## src/rtl/border_msg_pkg.sv

```systemverilog
// Shared constants and message packing helper for the border packer.
package border_msg_pkg;

  // Tag field layout inside a 64-bit GT message.
  localparam int unsigned TagMsb     = 55;
  localparam int unsigned TagLsb     = 48;
  // Top tag bit is the direction flag, owned by the message handler.
  localparam int unsigned DirBit     = TagMsb;
  localparam int unsigned StatsWidth = 16;

  // Place a zero-extended payload and channel index into a message; the
  // index lands in [tag_msb-1:tag_lsb], every other bit outside the payload
  // stays 0.
  function automatic logic [63:0] pack_msg(input logic [63:0] payload,
                                            input logic [63:0] idx,
                                            input int unsigned tag_lsb,
                                            input int unsigned tag_msb);
    logic [63:0] mask;
    mask = ((64'd1 << tag_msb) - 64'd1) & ~((64'd1 << tag_lsb) - 64'd1);
    return payload | ((idx << tag_lsb) & mask);
  endfunction

endpackage

```

## src/rtl/rr_grant_arbiter.sv

```systemverilog
// Combinational round-robin grant: first requester at or above rr_ptr,
// wrapping modulo NUM_CHANNELS.
module rr_grant_arbiter #(
  parameter int unsigned NUM_CHANNELS = 5,
  parameter int unsigned PTR_W        = (NUM_CHANNELS > 1) ? $clog2(NUM_CHANNELS) : 1
) (
  input  logic [NUM_CHANNELS-1:0] req,
  input  logic [PTR_W-1:0]        rr_ptr,
  output logic                    grant_valid,
  output logic [PTR_W-1:0]        grant_idx
);

  // Walk offsets from the far end so the nearest requester is assigned last.
  always_comb begin
    int unsigned c;
    grant_valid = 1'b0;
    grant_idx   = '0;
    c           = 0;
    for (int i = NUM_CHANNELS - 1; i >= 0; i--) begin
      c = (int'(rr_ptr) + i) % NUM_CHANNELS;
      if (req[c]) begin
        grant_valid = 1'b1;
        grant_idx   = PTR_W'(c);
      end
    end
  end

endmodule

```

## src/rtl/border_rr_packer.sv

```systemverilog
// Round-robin packer of border FIFO channels into 64-bit GT messages with a
// 2-entry registered skid buffer. Optional statistics counters are built
// when BORDER_PACKER_STATS_EN is defined.
module border_rr_packer
  import border_msg_pkg::*;
#(
  parameter int unsigned NUM_CHANNELS      = 5,
  parameter int unsigned CHANNEL_WIDTH_IN  = 32,
  parameter int unsigned CHANNEL_WIDTH_OUT = 64,
  parameter int unsigned TAG_MSB           = TagMsb,
  parameter int unsigned TAG_LSB           = TagLsb
) (
  input  logic                                   clk,
  input  logic                                   reset,
  input  logic [NUM_CHANNELS*CHANNEL_WIDTH_IN-1:0] in_data,
  input  logic [NUM_CHANNELS-1:0]                in_valid,
  output logic [NUM_CHANNELS-1:0]                in_ready,
  output logic [CHANNEL_WIDTH_OUT-1:0]           out_data,
  output logic                                   out_valid,
  input  logic                                   out_ready,
  output logic                                   busy,
  output logic [16*(NUM_CHANNELS+1)-1:0]         stats
);

  localparam int unsigned PtrW = (NUM_CHANNELS > 1) ? $clog2(NUM_CHANNELS) : 1;

  if (NUM_CHANNELS > (1 << (TAG_MSB - TAG_LSB)) || TAG_MSB >= CHANNEL_WIDTH_OUT) begin : g_bad_cfg
    $error("border_rr_packer: tag field cannot hold NUM_CHANNELS or exceeds message width");
  end

  logic [PtrW-1:0]              rr_ptr_q, rr_ptr_d, grant_idx;
  logic                         grant_valid, accept, pop;
  logic [1:0]                   count_q, count_d;
  logic                         wr_ptr_q, rd_ptr_q;
  logic [CHANNEL_WIDTH_OUT-1:0] skid_q [2];
  logic [CHANNEL_WIDTH_OUT-1:0] msg;

  rr_grant_arbiter #(
    .NUM_CHANNELS(NUM_CHANNELS),
    .PTR_W       (PtrW)
  ) u_arb (
    .req        (in_valid),
    .rr_ptr     (rr_ptr_q),
    .grant_valid(grant_valid),
    .grant_idx  (grant_idx)
  );

  // Accept depends only on registered occupancy, never on out_ready.
  assign accept    = grant_valid & (count_q != 2'd2) & ~reset;
  assign out_valid = (count_q != 2'd0);
  assign pop       = out_valid & out_ready;
  assign out_data  = skid_q[rd_ptr_q];
  assign busy      = (|in_valid) | out_valid;
  assign msg       = CHANNEL_WIDTH_OUT'(pack_msg(64'(in_data[grant_idx*CHANNEL_WIDTH_IN +:
                                                           CHANNEL_WIDTH_IN]),
                                                 64'(grant_idx), TAG_LSB, TAG_MSB));

  // One-hot ready to the granted channel plus next pointer and occupancy.
  always_comb begin
    in_ready = '0;
    rr_ptr_d = rr_ptr_q;
    if (accept) begin
      in_ready[grant_idx] = 1'b1;
      rr_ptr_d = (grant_idx == PtrW'(NUM_CHANNELS - 1)) ? '0 : grant_idx + 1'b1;
    end
    count_d = count_q;
    if (accept && !pop) count_d = count_q + 2'd1;
    else if (!accept && pop) count_d = count_q - 2'd1;
  end

  // Pointer and skid buffer state.
  always_ff @(posedge clk or posedge reset) begin
    if (reset) begin
      rr_ptr_q  <= '0;
      count_q   <= '0;
      wr_ptr_q  <= 1'b0;
      rd_ptr_q  <= 1'b0;
      skid_q[0] <= '0;
      skid_q[1] <= '0;
    end else begin
      rr_ptr_q <= rr_ptr_d;
      count_q  <= count_d;
      if (accept) begin
        skid_q[wr_ptr_q] <= msg;
        wr_ptr_q         <= ~wr_ptr_q;
      end
      if (pop) rd_ptr_q <= ~rd_ptr_q;
    end
  end

`ifdef BORDER_PACKER_STATS_EN
  logic [StatsWidth-1:0] acc_q [NUM_CHANNELS];
  logic [StatsWidth-1:0] stall_q;

  // Saturating per-channel accept counters and output stall counter.
  always_ff @(posedge clk or posedge reset) begin
    if (reset) begin
      for (int c = 0; c < NUM_CHANNELS; c++) acc_q[c] <= '0;
      stall_q <= '0;
    end else begin
      for (int c = 0; c < NUM_CHANNELS; c++) begin
        if (accept && grant_idx == PtrW'(c) && acc_q[c] != '1) acc_q[c] <= acc_q[c] + 1'b1;
      end
      if (out_valid && !out_ready && stall_q != '1) stall_q <= stall_q + 1'b1;
    end
  end

  // Flatten counters: channel fields first, stall counter on top.
  always_comb begin
    stats = '0;
    for (int c = 0; c < NUM_CHANNELS; c++) stats[c*16 +: 16] = acc_q[c];
    stats[NUM_CHANNELS*16 +: 16] = stall_q;
  end
`else
  assign stats = '0;
`endif

endmodule

```

## config.mk

```make
export PLATFORM = sky130hd
export DESIGN_NAME = border_rr_packer
export DESIGN_NICKNAME = d
export VERILOG_FILES = /design/src/rtl/border_msg_pkg.sv /design/src/rtl/rr_grant_arbiter.sv /design/src/rtl/border_rr_packer.sv
export SDC_FILE = /design/constraint.sdc
export NUM_CORES = 1
export LEC_CHECK = 0
export ABC_CLOCK_PERIOD_IN_PS = 11300
export CAP_MARGIN = 40
export CORE_AREA = 2 2 133 135
export CTS_CLUSTER_DIAMETER = 100
export DETAILED_ROUTE_END_ITERATION = 10
export DIE_AREA = 0 0 135 137
export GPL_TIMING_DRIVEN = 0
export PLACE_DENSITY_LB_ADDON = 0.2
export REMOVE_ABC_BUFFERS = 1
export SLEW_MARGIN = 15
export SYNTH_ARGS = -nofsm -noshare
export SYNTH_HDL_FRONTEND = slang
export SYNTH_SLANG_ARGS = --single-unit
```

## constraint.sdc

```tcl
create_clock -name clk -period 11.3 [get_ports clk]
set_clock_uncertainty 0.15 [all_clocks]
set_input_delay 2.825 -clock clk [delete_from_list [all_inputs] [get_ports clk]]
set_output_delay 2.825 -clock clk [all_outputs]
set_load 0.02 [all_outputs]
```

==> results_dict.tcl <==
set metrics [dict create \
    yosysUniqueCellTypes 81 \
    cts_tree "built" \
    grt_max_degree 46 \
    critical_path.max_fanout 19 \
    avgSynthCellArea_um2 9.40 \
    grt_pass1_wl_um 35700 \
    endpoint_kind "output port" \
    rr_worst_depth 19 \
    yosysTopAreaCell "dfrtp_1" \
    whs_ns 0.328 \
    grt_overflow 0 \
    cts_root_buffer "clkbuf_16" \
    cpMaxStageDelayCell "dfrtp_1" \
    place_congestion 0.844 \
    fin_crit_ns 9.70 \
    max_freq_ghz 0.103 \
    first_pass_iters 4 \
    num_vias 6876 \
    relSlewSlack 0.487 \
    synth_ff_type "dfrtp_1" \
    cpPeakStageDelay_ns 0.82 \
    cp_cell_sequence "inv_2 > ha_1 > inv_1 > ha_1 > or3_1 > nand3_1 > nand2_1 > ha_1 > mux2i_1 > nor2_1 > o31ai_1 > o22ai_1 > o31ai_1 > a21oi_1 > o21ai_4 > nand2_1 > nor2_1 > clkdlybuf4s50_1" \
    nets 1206 \
    rsz0062_at_grt "no" \
    crit_top_cell "ha_1" \
    grt_pass1_vias 6722 \
    holdPathEnd "skid_q[50]" \
    hold_violations 0 \
    min_from "skid_q[50]" \
    r2r_slack_ns 4.41 \
    cts_setup_buffers 0 \
    start_kind "flop" \
    ctsHoldBuffers 0 \
    avgRoutedWirePerCell_um 18.5 \
    drtIter0Drc 318 \
    whs_path_depth 2 \
    routed_wl_um 23100 \
    synth_edf_count 0 \
    synth-seq-area-share 0.246 \
    cp.required_ns 8.33 \
    async_flop_share 1.00 \
    ys_seq_elements 77 \
    syn_inst 834 \
    drive_gt1_frac 0.168 \
    die_h_um 137 \
    ctsResizeCount 0 \
    fin_crit_sh 0.858 \
    max_slew.worst_pin.slew_ns 0.770 \
    die_w_um 135 \
    clk_pin_slew_ns 0.05 \
    worstSetupPathType "flop to output port" \
    clock-sinks 77 \
    pin_count 335 \
    crit_arrival_ns 6.72 \
    grt_usage 0.247 \
    ys_warn_count 0 \
    synthToLayoutAreaGrowth_pct 28.3 \
    coreArea_um2 17100 \
    drcViolationCount 0 \
    cts_buffers 9 \
    status "complete, no violations" \
    clk_latency_ns 0.33 \
    cts.path.max_buffers 2 \
    fin_tns_setup_ns 0 \
    port_buffers 209 \
    antenna_found_initial 1 \
    hold_class "flop to flop" \
    drtAntennaViolNets 0 \
    syn_area_um2 7840 \
    die-area_um2 18500 \
    final-setup-viol-count 0 \
    place_hpwl_um 17000 \
    htree_levels 3 \
    routed_via_density 5.52 \
    yosys.area.top_type_share 0.246 \
    finalMaxSlewViolations 0 \
    r2r_start "rr_ptr_q[0]" \
    start_util 0.460 \
    synth_area_leaders "dfrtp_1 (25%), mux2_2 (13%), buf_4 (12%)" \
    fp-row-count 48 \
    r2r-end "skid_q[25]" \
    max-cap-violations 0 \
]
[how the worst max path moves through the flow]
stage                start     endpoint  slack [ns]  cells after the start
4_1_cts        rr_ptr_q[0]  in_ready[3]        1.63                     18
5_1_grt        rr_ptr_q[0]  in_ready[3]        1.05                     18
3_3_place_gp   rr_ptr_q[0]  in_ready[1]       -2.66                     18
2_1_floorplan  rr_ptr_q[0]  in_ready[1]        0.32                     17
6_report       rr_ptr_q[0]  in_ready[3]        1.60                     18
3_5_place_dp   in_valid[2]  in_ready[2]        1.86                      9
[registers in the layout, indices dropped and copies added (netlist names)]
name and flops:
wr_ptr_q 1, rr_ptr_q 3, count_q 2, rd_ptr_q 1
skid_q 70
[cells in the mapped netlist, types with 3 or more instances]
| cell | instances |
|---|---|
| buf_4 | 127 |
| nand2_1 | 93 |
| mux2_2 | 91 |
| dfrtp_1 | 77 |
| o2bb2ai_1 | 66 |
| a221o_1 | 61 |
| buf_2 | 24 |
| ha_1 | 23 |
| clkbuf_1 | 22 |
| nor2_1 | 18 |
| inv_1 | 17 |
| a21oi_1 | 16 |
| mux2i_1 | 12 |
| mux2_1 | 11 |
| buf_6 | 10 |
| nor2b_1 | 9 |
| nor3_1 | 9 |
| o21ai_0 | 9 |
| nand3_1 | 7 |
| and2_1 | 6 |
| a211o_1 | 5 |
| a211oi_1 | 5 |
| nand2b_1 | 5 |
| xnor2_1 | 5 |
| a21oi_2 | 4 |
| mux4_2 | 4 |
| o21ai_1 | 4 |
| o21ai_2 | 4 |
| o22ai_1 | 4 |
| o31ai_1 | 4 |
| or2_2 | 4 |
| or3_1 | 4 |
| a21boi_0 | 3 |
| mux2_4 | 3 |
| nor2_2 | 3 |
| o211ai_1 | 3 |
| o21bai_1 | 3 |
| o311a_1 | 3 |
[per-layer routing]
metal  track usage  up-vias  wire length [um]
li1              -     3231                 -
met1         0.303     3359              9510
met2         0.430      258             11500
met3        0.0544       28              1640
met4        0.0828        0               443
met5             0        -                 0
[logic make-up (layout without fill, tap and decap cells)]
group / after synthesis / in the layout / synth area share
AND/OR/NAND/NOR: 175 / 175 / 0.105
adder cells (fa/ha/maj): 23 / 23 / 0.0367
buffers and inverters: 204 / 265 / 0.172
flip-flops: 77 / 77 / 0.246
AO/OA/AOI/OAI: 224 / 224 / 0.248
multiplexers: 121 / 121 / 0.179
other: 1 / 126 / 0.000478
XOR/XNOR: 9 / 9 / 0.0120
[area by class of cell]
class                      count  area, um2
sequential                    77       1930
antenna                        1       2.50
inverter                      20       80.1
tap                          225        282
fill                        1548       7000
clock buffer                  13        260
timing repair buffer         230       2410
multi-input combinational    677       5080
clock inverter                 2       10.0
[cells in the final DEF (no fill, tap or decap), drive strengths merged, types with 6 or more instances in the layout]
master         netlist  layout
xnor2                7       7
conb                 1     125
clkbuf              22      14
o21ai               17      17
a211oi               7       7
nand3                7       7
nor2b                9       9
nor3                 9       9
or2                  7       7
clkdlybuf4s50        0     209
buf                162      20
inv                 20      20
mux2               105     105
ha                  23      23
nand2               95      95
mux2i               12      12
dfrtp               77      77
a221o               61      61
a21oi               20      20
o2bb2ai             67      67
nor2                22      22
and2                 6       6
[stage by stage]
stage	instances	utilization	area (um2)	setup WS [ns]
floorplan	774	-	7030	0.324
global placement	1208	0.551	9400	-2.66
detailed placement	1228	0.573	9770	1.86
CTS	1243	0.589	10000	1.63
global route	1245	0.589	10100	1.05
finish	1245	0.589	10100	1.60
[critical path: cells and delay by family (launching register included)]
family                     cells  cell delay (ns)
muxes                          1             0.25
DFF                            1             0.82
buffers and inverters          3             1.23
adders and majority gates      3             1.40
and+or+nand+nor                6             1.09
AOI/OAI and AO/OA              5             1.56
Power is left out: the tool's default activity adds up to more than one toggle a clock period on the data nets, which glitch-free logic cannot reach.
